**config.mk**
```make
export PLATFORM = sky130hd
export DESIGN_NAME = order_ingress
export DESIGN_NICKNAME = d
export VERILOG_FILES = /design/src/rtl/order_ingress_pkg.sv /design/src/rtl/order_fifo.sv /design/src/rtl/order_ingress.sv
export SDC_FILE = /design/constraint.sdc
export NUM_CORES = 1
export LEC_CHECK = 0
export CORE_UTILIZATION = 60
export CTS_CLUSTER_DIAMETER = 100
export CTS_CLUSTER_SIZE = 30
export DETAILED_ROUTE_END_ITERATION = 8
export GPL_TIMING_DRIVEN = 0
export PLACE_DENSITY = 0.79
export SKIP_CTS_REPAIR_TIMING = 1
export SYNTH_ARGS = -nofsm -noshare
export SYNTH_HDL_FRONTEND = slang
export SYNTH_SLANG_ARGS = --single-unit
```
**constraint.sdc**
```tcl
create_clock -name clk -period 6.4 [get_ports clk]
set_clock_uncertainty 0.15 [all_clocks]
set_input_delay 0.64 -clock clk [delete_from_list [all_inputs] [get_ports clk]]
set_output_delay 0.64 -clock clk [all_outputs]
set_load 0.05 [all_outputs]
```
**src/rtl/order_ingress_pkg.sv**
```systemverilog
// Shared order-word layout and ingress constants for the order path.
// Field positions live only here; every consumer imports this package.
package order_ingress_pkg;

    localparam int          ORDER_BYTES = 4;
    localparam int          WORD_W      = 8 * ORDER_BYTES;
    localparam logic [15:0] ERR_SAT     = 16'hFFFF;

    // {Price[31:16], ID[15:8], Qty[7:0]}; side flags live in the ID byte
    localparam int PRICE_MSB  = 31;
    localparam int PRICE_LSB  = 16;
    localparam int ID_MSB     = 15;
    localparam int ID_LSB     = 8;
    localparam int QTY_MSB    = 7;
    localparam int QTY_LSB    = 0;
    localparam int IS_BUY_BIT = 15;
    localparam int IS_BOT_BIT = 14;

    typedef logic [WORD_W-1:0] order_word_t;

    function automatic logic [QTY_MSB-QTY_LSB:0] qty_of(input order_word_t w);
        return w[QTY_MSB:QTY_LSB];
    endfunction

endpackage

```
**src/rtl/order_fifo.sv**
```systemverilog
// Synchronous order-word FIFO with combinational head read and occupancy count.
// Shared with the trade report path, so it carries no order-specific logic.
module order_fifo #(
    parameter int DEPTH = 16,
    parameter int WIDTH = 32
) (
    input  logic                     clk,
    input  logic                     rst_n,
    input  logic                     push,
    input  logic                     pop,
    input  logic [WIDTH-1:0]         din,
    output logic [WIDTH-1:0]         dout,
    output logic [$clog2(DEPTH):0]   level,
    output logic                     full,
    output logic                     empty
);
    localparam int AW = $clog2(DEPTH);

    logic [WIDTH-1:0] mem [DEPTH];
    logic [AW-1:0]    wr_ptr;
    logic [AW-1:0]    rd_ptr;
    logic [AW:0]      count;
    logic             do_push;
    logic             do_pop;

    assign do_push = push && !full;
    assign do_pop  = pop && !empty;
    assign full    = (count == (AW+1)'(DEPTH));
    assign empty   = (count == '0);
    assign level   = count;
    assign dout    = mem[rd_ptr];

    always_ff @(posedge clk) begin
        if (do_push)
            mem[wr_ptr] <= din;
    end

    // Depth is a power of two, so the pointers wrap on their own
    always_ff @(posedge clk or negedge rst_n) begin
        if (!rst_n) begin
            wr_ptr <= '0;
            rd_ptr <= '0;
            count  <= '0;
        end else begin
            if (do_push)
                wr_ptr <= wr_ptr + 1'b1;
            if (do_pop)
                rd_ptr <= rd_ptr + 1'b1;
            case ({do_push, do_pop})
                2'b10:   count <= count + 1'b1;
                2'b01:   count <= count - 1'b1;
                default: count <= count;
            endcase
        end
    end

endmodule

```
**src/rtl/order_ingress.sv**
```systemverilog
// UDP payload bytes -> validated 32-bit order words -> FIFO -> paced one-at-a-time
// dispatch to matching_engine, with byte-level backpressure while the FIFO is full.
module order_ingress
    import order_ingress_pkg::*;
#(
    parameter int FIFO_DEPTH = 16
) (
    input  logic                          clk,
    input  logic                          rst_n,
    input  logic [7:0]                    s_data,
    input  logic                          s_valid,
    input  logic                          s_last,
    output logic                          s_ready,
    input  logic                          engine_busy,
    output logic                          input_valid,
    output logic [31:0]                   input_data,
    output logic [$clog2(FIFO_DEPTH):0]   fifo_level,
    output logic [15:0]                   err_count,
    output logic [31:0]                   disp_count
);
    logic [1:0]  bi;
    logic [23:0] shreg;
    order_word_t word;
    order_word_t head;
    logic        accept;
    logic        complete;
    logic        runt;
    logic        zero_qty;
    logic        push;
    logic        pop;
    logic        full;
    logic        empty;
    logic        holdoff;

    function automatic logic [15:0] sat_inc(input logic [15:0] c);
        return (c == ERR_SAT) ? c : c + 16'd1;
    endfunction

    assign s_ready  = !full;
    assign accept   = s_valid && s_ready;
    assign word     = {shreg, s_data};
    assign complete = accept && (bi == 2'(ORDER_BYTES - 1));
    assign runt     = accept && s_last && !complete;
    assign zero_qty = complete && (qty_of(word) == '0);
    assign push     = complete && !zero_qty;
    // FIFO empty flag is registered, so a word pushed this edge pops no earlier than the next
    assign pop      = !empty && !engine_busy && !holdoff;

    order_fifo #(
        .DEPTH (FIFO_DEPTH),
        .WIDTH (WORD_W)
    ) u_fifo (
        .clk   (clk),
        .rst_n (rst_n),
        .push  (push),
        .pop   (pop),
        .din   (word),
        .dout  (head),
        .level (fifo_level),
        .full  (full),
        .empty (empty)
    );

    always_ff @(posedge clk) begin
        if (accept)
            shreg <= {shreg[15:0], s_data};
    end

    always_ff @(posedge clk or negedge rst_n) begin
        if (!rst_n) begin
            bi          <= '0;
            err_count   <= '0;
            holdoff     <= 1'b0;
            input_valid <= 1'b0;
            input_data  <= '0;
            disp_count  <= '0;
        end else begin
            if (accept)
                bi <= (complete || runt) ? 2'd0 : bi + 2'd1;
            if (runt || zero_qty)
                err_count <= sat_inc(err_count);
            // holdoff masks the cycle before the engine's registered busy rises
            holdoff     <= pop;
            input_valid <= pop;
            if (pop) begin
                input_data <= head;
                disp_count <= disp_count + 32'd1;
            end
        end
    end

endmodule

```
Word level (Yosys, flattened, before mapping) --
Memory sizes are Yosys's and may differ from the RTL's. A register that Yosys moved wholly into a read port is not among the register bits. Cells that the tools add are included.
Storage, ports and cells: register bits 88, bits in latches 0, bits in writable memories 512, memory bits (read-only) 0, bits of input ports 13, output and inout bits 87, logic and storage cells 49, memories 1
Cells by class: $add $sub $neg 7, $mul 0, divide/modulo/power cells 0, magnitude comparators 0, equality and inequality tests 5, shift-type cells 0, mux-type cells 4, bitwise operators 1, reduce and logical (&&, ||, !) cells 23
Memory list:
- u_fifo.mem | words 16, width 32, read ports 1, clocked after memory_dff 1, write ports 1, RTL line order_fifo.sv:19 | logic [WIDTH-1:0] mem [DEPTH];
Operator list (number):
- $add A32 B1 Y32 const B | 1
- $add A16 B1 Y16 const B | 1
- $eq A16 B16 Y1 const B | 1
- $logic_and A1 B1 Y1 | 10
- $pmux W5 S2 | 1
- $add A4 B1 Y4 const B | 2
- $logic_not A8 Y1 | 1
- $logic_not A1 Y1 | 7
- $add A5 B1 Y5 const B | 1
- $eq A5 B5 Y1 const B | 1
- $logic_not A5 Y1 | 1
- $sub A5 B1 Y5 const B | 1
- $eq A2 B2 Y1 const B | 2
- $add A2 B1 Y2 const B | 1
- $eq A2 B1 Y1 const B | 1
- $logic_or A1 B1 Y1 | 2
- $mux W1 | 2
- $mux W2 | 1
- $reduce_and A2 Y1 | 1
- $reduce_bool A2 Y1 | 1
- $not A1 Y1 | 1

Longest topological paths before layout --
Gate-level depths: netlist (run 1).
depth after elaboration 10, gate-level depth with buffers 12, gate-level depth less buffers 11

Modules after synthesis --
Synthesis (run 1) repeated with hierarchy kept, for this count alone.
Unflattened totals: cell total of the unflattened synthesis 1325, area total of the unflattened synthesis 24866.3 um^2
Modules (own cells, without submodules):
- order_fifo | times used 1, cells each 1012, area an instance 20408.3 um^2
- order_ingress | times used 1, cells each 313, area an instance 4458.0 um^2

Least setup slack after synthesis (run 1) --
Ideal clock, no wire load.
kind register to register, from register u_fifo.count[0], in the netlist u_fifo.level[0], to memory u_fifo.mem[3][0] (enable), setup time 461 ps, data arrival time 3947 ps, required time 5789 ps, slack 1842 ps, cell stages (with the launch flop) 7, cells stage by stage dfrtp_1 or4_1 buf_2 o21ai_1 nor2_1 nand2_1 nor3_1
Between the ends: word-level cells in the longest chain between the ends 10
RTL lines:
- from (decl) | RTL line order_fifo.sv:22 | logic [AW:0] count;
- from (signal assigned) | RTL line order_fifo.sv:50 | 2'b10: count <= count + 1'b1;
- from (signal assigned) | RTL line order_fifo.sv:51 | 2'b01: count <= count - 1'b1;
- from (signal assigned) | RTL line order_fifo.sv:52 | default: count <= count;
- $eq A5 B5 Y1 * | RTL line order_fifo.sv:28 | assign full = (count == (AW+1)'(DEPTH));
- $logic_not A1 Y1 * | RTL line order_fifo.sv:26, order_ingress.sv:39
- $logic_and A1 B1 Y1 | RTL line order_ingress.sv:40 | assign accept = s_valid && s_ready;
- $logic_and A1 B1 Y1 | RTL line order_ingress.sv:42 | assign complete = accept && (bi == 2'(ORDER_BYTES - 1));
- $logic_and A1 B1 Y1 | RTL line order_ingress.sv:44 | assign zero_qty = complete && (qty_of(word) == '0);
- $logic_not A1 Y1 | RTL line order_ingress.sv:45 | assign push = complete && !zero_qty;
- $logic_and A1 B1 Y1 | RTL line order_ingress.sv:45
- $logic_and A1 B1 Y1 * | RTL line order_fifo.sv:26 | assign do_push = push && !full;
- $mux W1 * | RTL line order_fifo.sv:34 | if (do_push)
- $mux W1 (implied by the code) * | RTL line order_fifo.sv:35 | mem[wr_ptr] <= din;
- to (decl) | RTL line order_fifo.sv:19
Every way passes the cells marked *; elsewhere a longest branch is shown, timed or not.

Worst setup path after layout (run 1) --
from register u_fifo.count[0], in the netlist u_fifo.level[0], to register u_fifo.count[4], in the netlist u_fifo.level[4]
Between the ends: elaborated cells between the ends (all ways) 19
RTL lines:
- $logic_not A5 Y1 * | RTL line order_fifo.sv:29 | assign empty = (count == '0);
- $logic_not A1 Y1 * | RTL line order_fifo.sv:27, order_ingress.sv:47
- $logic_and A1 B1 Y1 (2 in a row) | RTL line order_ingress.sv:47 | assign pop = !empty && !engine_busy && !holdoff;
- $logic_and A1 B1 Y1 * | RTL line order_fifo.sv:27 | assign do_pop = pop && !empty;
- via u_fifo.do_pop | RTL line order_fifo.sv:24 | logic do_pop;
- $eq A2 B1 Y1 / $eq A2 B2 Y1 (equally long branches) | RTL line order_fifo.sv:49 | case ({do_push, do_pop})
- $pmux W5 S2 / $reduce_bool A2 Y1 (equally long branches)
The timed path passes the listed nets; every way through them passes the cells marked *. A chain may end at the register's enable or synchronous reset.

==> results of run 1 <==
-- tightest hold or removal path: stages, from the launching register on --
cell and delay (ps):
dfrtp_1 350, nand2_1 50, o21ai_0 60
-- cell families (layout without fill, tap and decap cells) --
kind of cell	after synthesis	count (layout)
buf+inv	73	246
fa+ha+maj	13	13
flops	632	632
simple gates	204	204
compound gates	111	111
mux	178	178
xor+xnor	57	57
-- final cells by class --
type | count | area [um^2]
Tap cell | 525 | 657
Clock buffer | 44 | 697
Timing Repair Buffer | 127 | 1450
Sequential cell | 632 | 18500
Inverter | 8 | 30.0
Multi-Input combinational cell | 563 | 5450
Buffer | 65 | 292
Fill cell | 2433 | 12600
Clock inverter | 2 | 38.8
-- state kept, by name (all words and copies together) (netlist names) --
signal / flops
shreg: 24
holdoff: 1
input_data: 32
u_fifo.level: 5
err_count: 16
bi: 2
u_fifo.wr_ptr: 4
disp_count: 32
u_fifo.rd_ptr: 4
u_fifo.mem: 512
-- through the flow --
| stage | hold slack, ps | power (uW) | setup WS [ps] | TNS, ps |
|---|---|---|---|---|
| 6_report | 343 | 10400 | 2250 | 0 |
| 5_1_grt | 359 | 10800 | 2080 | 0 |
| 4_1_cts | -39.6 | 10400 | 2290 | 0 |
| 3_5_place_dp | 326 | 8530 | 1970 | 0 |
| 3_3_place_gp | 310 | 8390 | -1670 | -167150 |
| 2_1_floorplan | 194 | 7400 | 1840 | 0 |
-- power by group --
part	switching, uW	internal [uW]	leakage (uW)
combinational	2070	1340	0.00260
sequential	261	4780	0.00605
clock	1180	763	0.000346
total	3510	6880	0.00900
-- layer usage --
metal / global-route usage [%] / share of wire, %
met3: 3.68 / 8.7
met5: 0 / 0
met2: 42.0 / 49
met1: 36.8 / 40
met4: 7.52 / 2.6
-- final timing paths --
kind | slack (ps) | endpoint
worst min-delay path | 340 | input_data[18]$_DFFE_PN0N_
worst max-delay path | 2250 | u_fifo.level[4]$_DFFE_PN0P_
worst min register to register | 340 | input_data[18]$_DFFE_PN0N_
max in group asynchronous | 4860 | input_data[20]$_DFFE_PN0N_
min in group asynchronous | 500 | err_count[8]$_DFFE_PN0P_
worst max register to register | 2250 | u_fifo.level[4]$_DFFE_PN0P_
-- cells in the mapped netlist, drive strengths merged, types with 3 or more instances --
master and number:
ha 12, and3 9, o21ai 24, o22ai 32
nor2 45, nor4 4, dfrtp 96, xor2 11
a21o 3, inv 8, or4 3, xnor2 46
and2 3, nand2b 3, edfxtp 536, nand4 23
a21oi 18, a22oi 16, nand3 14, o221ai 16
nand2 70, clkbuf 30, buf 35, mux4 96
nor3 21, mux2i 80
==> results.json, run 1 <==
{
  "crit_fanout": 10,
  "crit_chain": "or4_1 -> buf_2 -> o21ai_2 -> inv_1 -> clkbuf_1 -> ha_1 -> fa_1 -> a21o_1 -> a21oi_1 -> xor2_1 -> nor2_1 -> xnor2_1",
  "cp-end-kind": "register",
  "rsz0062_at_grt": "false",
  "cts.sinks": 632,
  "dp_cells": 1919,
  "path_buf_inv": 3,
  "via_per_inst": 6.37,
  "layout.cells.non_filler": 1966,
  "utilization_pct": 68.2,
  "chipWidth_um": 203,
  "clk_pin_slew_ps": 110,
  "ant_nets": 0,
  "antenna_found_initial": 0,
  "synth_compound_area_share_pct": 2.98,
  "wl_per_cell_um": 26.4,
  "hpwlAfterDp_um": 33700,
  "syn-num-nets": 1294,
  "crit_path_start_kind": "register",
  "fmax_mhz": 241,
  "netlist_instances": 1268,
  "setup_viol": 0,
  "synth_edf_count": 536,
  "grt-ovfl-total": 0,
  "cts-root-buf": "clkbuf_16",
  "yosys_warnings": 0,
  "finalWirelength_um": 51900,
  "async_reset_ff_share_pct": 15.2,
  "dpl_cell_area_um2": 26400,
  "insertion_delay_ps": 600,
  "grt_pass1_wl_um": 77800,
  "rows": 73,
  "initial_utilization_pct": 60.8,
  "clk_path_buf_depth": 3,
  "yosys.area_share.simple_pct": 4.00,
  "drtIter0Drc": 1326,
  "drcViolationCount": 1,
  "violations": "DRC",
  "rr_startpoint": "u_fifo.level[0]$_DFFE_PN0P_",
  "synth_mux_area_share_pct": 12.4,
  "cp_top_family": "adder cells",
  "synth_top_family_by_area": "multiplexers",
  "status": "finished with violations",
  "num_vias": 12530,
  "hold_class": "register to register",
  "drtPass1Iterations": 8,
  "cap_violations": 0,
  "p_leak_uw": 0.00900,
  "syn_avg_cell_area_um2": 19.1,
  "max_stage_delay_ps": 540,
  "grt_pass1_vias": 12760,
  "yosysSeqAreaShare_pct": 76.6,
  "hold_path_startpoint": "input_data[18]$_DFFE_PN0N_",
  "arrival_ps": 4500,
  "core_area_um2": 39700,
  "crit_required_ps": 6750,
  "worstMarginPinSlew_ps": 1040,
  "cts_tree": "done",
  "synthAdderAreaFrac_pct": 0.704,
  "final_common_cell": "edfxtp_1",
  "max-vdd-ir-drop_mv": 0.251,
  "track_usage_pct": 25.8,
  "final_nets": 1448,
  "r2r_cells": 12,
  "synth_area_leaders": "edfxtp_1, dfrtp_1, mux4_2",
  "grt_max_degree": 50,
  "drv_slew": 0,
  "crit_type": "register to register",
  "fin_crit_ps": 4150,
  "ys_ff_latch": 632,
  "syn_area_um2": 24200,
  "die_h_um": 203,
  "yosysUniqueCellTypes": 42,
  "synthXorXnorAreaFrac_pct": 2.07,
  "fin_crit_sh_pct": 64.8,
  "htree_num_levels": 1,
  "ys_dominant_reg_cell": "edfxtp_1",
  "max_slew_margin_pct": 30.3,
  "portBuffers": 99,
  "diodes": 0,
  "synth_top_cell_by_area": "edfxtp_1",
  "layout-drive-gt1-share_pct": 13.7,
  "globalplace.congestion": 0.792,
  "final_area_um2": 27100,
  "final_cell_mix": "edfxtp_1, clkdlybuf4s50_1, mux4_2, dfrtp_1, mux2i_1",
  "crit_cells": 12,
  "powerDensity_nw_per_um2": 383,
  "startpoint": "u_fifo.level[0]$_DFFE_PN0P_",
  "numCtsBuffers": 25,
  "ios": 100,
  "synth_top_area_share_pct": 66.6,
  "hold_viol": 0,
  "die_area_um2": 41100,
  "whs_path_depth": 2,
  "slowest_stage": "or4_1",
  "syn2layout_area_growth_pct": 12.2
}
Power figures use the tool's default switching activity.
==> run 2: changes to the inputs <==
==> constraint.sdc (replaced) <==
create_clock -name clk -period 4.4 [get_ports clk]
set_clock_uncertainty 0.15 [all_clocks]
set_input_delay 0.44 -clock clk [delete_from_list [all_inputs] [get_ports clk]]
set_output_delay 0.44 -clock clk [all_outputs]
set_load 0.05 [all_outputs]
==> results.json, run 2 (synthesized netlist as in run 1, its figures left out) <==
{
  "status": "finished with violations",
  "violations": "DRC",
  "r2r_cells": 12,
  "fmax_mhz": 236,
  "htree_num_levels": 1,
  "wl_per_cell_um": 26.8,
  "startpoint": "u_fifo.level[0]$_DFFE_PN0P_",
  "insertion_delay_ps": 590,
  "ant_nets": 0,
  "final_nets": 1442,
  "drtIter0Drc": 1589,
  "cap_violations": 0,
  "num_vias": 12567,
  "rr_startpoint": "u_fifo.level[0]$_DFFE_PN0P_",
  "grt_use_met1_pct": 36.5,
  "r2r_end": "u_fifo.level[4]$_DFFE_PN0P_",
  "antenna_found_initial": 0,
  "grt_pass1_wl_um": 77600,
  "clk_pin_slew_ps": 120,
  "layout-drive-gt1-share_pct": 13.5,
  "rsz0062_at_grt": "false",
  "worstMarginPinSlew_ps": 986,
  "grt_busiest_layer": "met2",
  "via_per_inst": 6.41,
  "crit_fanout": 10,
  "ios": 100,
  "regToRegSetupSlack_ps": 170,
  "diodes": 0,
  "final_area_um2": 27200,
  "fin_crit_sh_pct": 96.2,
  "fin_crit_ps": 4230,
  "chipWidth_um": 203,
  "cts.sinks": 632,
  "p_leak_uw": 0.00899,
  "clk_path_buf_depth": 3,
  "cp-end-kind": "register",
  "fillers": 2458,
  "hpwlAfterDp_um": 33300,
  "crit_end": "u_fifo.level[4]$_DFFE_PN0P_",
  "portBuffers": 99,
  "grtUsageMet3_pct": 5.33,
  "core_area_um2": 39700,
  "track_usage_pct": 25.9,
  "crit_required_ps": 4740,
  "drv_slew": 0,
  "final_common_cell": "edfxtp_1",
  "numCtsBuffers": 25,
  "cts_tree": "done",
  "utilization_pct": 68.4,
  "syn2layout_area_growth_pct": 12.5,
  "largest_reg_flops": 512,
  "die_area_um2": 41100,
  "use_met2_pct": 42.1,
  "max_slew_margin_pct": 34.3,
  "crit_path_start_kind": "register",
  "globalplace.congestion": 0.803,
  "hold_class": "primary input to asynchronous set/reset pin",
  "rows": 73,
  "reg_top3": "u_fifo.mem x512, disp_count x32, input_data x32",
  "final_cell_mix": "edfxtp_1, clkdlybuf4s50_1, mux4_2, dfrtp_1, mux2i_1",
  "seqCellArea_um2": 18500,
  "max-vdd-ir-drop_mv": 0.339,
  "powerDensity_nw_per_um2": 559,
  "drcViolationCount": 3,
  "power_uw": 15200,
  "setup_viol": 0,
  "die_h_um": 203,
  "multiInputGateArea_um2": 5480,
  "grt_max_degree": 57,
  "top_register": "u_fifo.mem",
  "cts-root-buf": "clkbuf_16",
  "tns_ps": 0,
  "initial_utilization_pct": 60.8,
  "grt_pass1_vias": 12587,
  "drtPass1Iterations": 7,
  "hold_viol": 0,
  "grt-ovfl-total": 0,
  "arrival_ps": 4570,
  "finalWirelength_um": 52500,
  "crit_type": "register to register",
  "dpl_cell_area_um2": 26400
}
[run 2: cell types whose count changed in the layout (fill, tap and decap cells not counted)]
cell | before | now
nor3_2 | 4 | 0
nor3_4 | 0 | 4
buf_8 | 3 | 2
buf_16 | 3 | 10
clkinv_2 | 0 | 1
buf_6 | 13 | 1
inv_2 | 0 | 1
clkbuf_1 | 49 | 47
[run 2: how the worst min path moves through the flow]
| stage | from | cells after the start | endpoint |
|---|---|---|---|
| after floorplan | rst_n | 0 | bi[0]$_DFFE_PN0N_ |
| after global placement | disp_count[31]$_DFFE_PN0N_ | 1 | disp_count[31]$_DFFE_PN0N_ |
| after detailed placement | input_data[21]$_DFFE_PN0N_ | 2 | input_data[21]$_DFFE_PN0N_ |
| after CTS | rst_n | 1 | err_count[4]$_DFFE_PN0P_ |
| after global routing | rst_n | 2 | err_count[2]$_DFFE_PN0P_ |
| final | rst_n | 2 | err_count[4]$_DFFE_PN0P_ |
[run 2: metrics by stage]
step	worst slack [ps]	instances	hold slack (ps)
after global routing	50.9	1960	310
after global placement	-1540	1892	309
after detailed placement	291	1913	324
final	169	1960	270
after CTS	278	1959	-266
after floorplan	696	1268	-5.59
[run 2: area by class of cell]
| cell class | instances | share of cell area [%] |
|---|---|---|
| multi-input combinational | 563 | 20.1 |
| sequential | 632 | 68.1 |
| tap | 525 | 2.42 |
| inverter | 8 | 0.110 |
| clock buffer | 42 | 2.54 |
| clock inverter | 4 | 0.175 |
| timing repair buffer | 121 | 5.48 |
| buffer | 65 | 1.07 |
[run 2: layer usage]
layer  vias to the layer above  part of all wire, %
li1                       5302                    -
met2                       695                   49
met5                         -                    0
met4                         0                  2.3
met3                        90                  9.6
met1                      6480                   39
[run 2: power by group]
part           leakage, uW  total (uW)  internal [uW]  switching (uW)
sequential         0.00605        7330           6950             379
clock             0.000352        2840           1110            1730
combinational      0.00259        5020           1950            3070
[run 2: worst max-delay path, stage by stage (launching register included)]
cell	delay, ps
dfrtp_1	460
or4_1	540
buf_2	180
o21ai_2	530
inv_1	210
clkbuf_1	460
ha_1	470
fa_1	430
a21o_1	190
a21oi_1	160
xor2_1	160
nor2_1	60
xnor2_1	130
==> run 3: changes to the inputs <==
--- a/config.mk
+++ b/config.mk
@@ -5,6 +5,7 @@
 export SDC_FILE = /design/constraint.sdc
 export NUM_CORES = 1
 export LEC_CHECK = 0
+export CORE_MARGIN = 10
 export CORE_UTILIZATION = 60
 export CTS_CLUSTER_DIAMETER = 100
 export CTS_CLUSTER_SIZE = 30
==> results.json, run 3 (synthesized netlist as in run 1, its figures left out) <==
{
  "status": "finished clean",
  "initial_utilization_pct": 60.8,
  "hold_viol": 0,
  "power_uw": 15200,
  "arrival_ps": 4450,
  "worstMarginPinSlew_ps": 1060,
  "grt-ovfl-total": 0,
  "insertion_delay_ps": 580,
  "grt_pass1_wl_um": 79800,
  "top_register": "u_fifo.mem",
  "crit_path_start_kind": "register",
  "ant_nets": 0,
  "crit_required_ps": 4730,
  "powerDensity_nw_per_um2": 557,
  "die_h_um": 221,
  "r2r_end": "u_fifo.level[4]$_DFFE_PN0P_",
  "rsz0062_at_grt": "false",
  "rows": 73,
  "p_leak_uw": 0.00900,
  "track_usage_pct": 22.0,
  "grt_max_degree": 55,
  "max_slew_margin_pct": 29.2,
  "final_nets": 1442,
  "hold_class": "primary input to asynchronous set/reset pin",
  "multiInputGateArea_um2": 5480,
  "fin_crit_ps": 4120,
  "setup_viol": 0,
  "r2r_cells": 12,
  "cap_violations": 0,
  "cp-end-kind": "register",
  "fillers": 2410,
  "largest_reg_flops": 512,
  "utilization_pct": 68.5,
  "regToRegSetupSlack_ps": 280,
  "diodes": 0,
  "crit_fanout": 10,
  "core_area_um2": 39700,
  "clk_pin_slew_ps": 110,
  "grt_pass1_vias": 12863,
  "cts.sinks": 632,
  "die_area_um2": 48700,
  "rr_startpoint": "u_fifo.level[0]$_DFFE_PN0P_",
  "globalplace.congestion": 0.796,
  "clk_path_buf_depth": 3,
  "chipWidth_um": 221,
  "drcViolationCount": 0,
  "numCtsBuffers": 25,
  "portBuffers": 99,
  "hpwlAfterDp_um": 34000,
  "htree_num_levels": 1,
  "syn2layout_area_growth_pct": 12.6,
  "via_per_inst": 6.40,
  "final_cell_mix": "edfxtp_1, clkdlybuf4s50_1, mux4_2, dfrtp_1, mux2i_1",
  "cts_tree": "done",
  "num_vias": 12546,
  "seqCellArea_um2": 18500,
  "drtIter0Drc": 1689,
  "drv_slew": 0,
  "antenna_found_initial": 0,
  "max-vdd-ir-drop_mv": 0.321,
  "cts-root-buf": "clkbuf_16",
  "ios": 100,
  "drtPass1Iterations": 6,
  "final_common_cell": "edfxtp_1",
  "crit_type": "register to register",
  "fmax_mhz": 243,
  "layout-drive-gt1-share_pct": 13.4,
  "fin_crit_sh_pct": 93.6,
  "finalWirelength_um": 53700,
  "reg_top3": "u_fifo.mem x512, disp_count x32, input_data x32",
  "wl_per_cell_um": 27.4
}
run 3: cell count changes in the layout (fill, tap and decap cells not counted):
cell      before  now
inv_2          1    0
buf_12        10    5
clkbuf_1      47   49
buf_8          2    3
buf_16        10   14
clkinv_2       1    0
run 3: final cells by class:
cell class,instances,area share (%)
well taps,525,2.41
repair buffers,121,5.57
clock buffers,44,2.56
plain buffers,65,1.07
multi-input cells,563,20.1
clock inverters,2,0.143
flip-flops and latches,632,68.0
inverters,8,0.110
run 3: worst max path at each step:
| stage | to | cells after the start | from |
|---|---|---|---|
| 2_1_floorplan | u_fifo.mem[7][0]$_DFFE_PP_ | 6 | u_fifo.level[0]$_DFFE_PN0P_ |
| 3_3_place_gp | u_fifo.mem[14][12]$_DFFE_PP_ | 6 | s_data[4] |
| 3_5_place_dp | u_fifo.mem[14][12]$_DFFE_PP_ | 7 | s_data[4] |
| 4_1_cts | u_fifo.level[4]$_DFFE_PN0P_ | 12 | u_fifo.level[0]$_DFFE_PN0P_ |
| 5_1_grt | u_fifo.level[4]$_DFFE_PN0P_ | 12 | u_fifo.level[0]$_DFFE_PN0P_ |
| 6_report | u_fifo.level[4]$_DFFE_PN0P_ | 12 | u_fifo.level[0]$_DFFE_PN0P_ |
run 3: power breakdown:
| group | switching [uW] | total [uW] | internal, uW |
|---|---|---|---|
| logic | 3050 | 5000 | 1950 |
| clock network | 1700 | 2810 | 1110 |
| registers | 394 | 7340 | 6950 |
| total | 5140 | 15200 | 10000 |
run 3: metal layers:
metal	up-vias	global-route usage, %	wire length (um)
met3	78	4.25	5600
li1	5315	-	-
met5	-	0	0
met4	0	5.15	1040
met2	673	36.4	26400
met1	6480	30.1	20700
run 3: worst max-delay path, stage by stage, from the launching register on:
cell and delay, ps:
dfrtp_1 470, or4_1 540, buf_2 170, o21ai_2 450, inv_1 190, clkbuf_1 430
ha_1 470, fa_1 430, a21o_1 190, a21oi_1 160, xor2_1 160, nor2_1 60
xnor2_1 130
run 3: stage by stage:
stage                     cell area (um^2)  setup TNS (ps)  hold WS [ps]  worst slack [ps]  instances
after detailed placement             26500               0           321               113       1913
final                                27200               0           294               283       1960
after global routing                 27200               0           327               176       1960
after floorplan                      24200               0         -5.59               696       1268
after global placement               25800         -818280           310             -1680       1892
after CTS                            27200               0          -253               372       1959
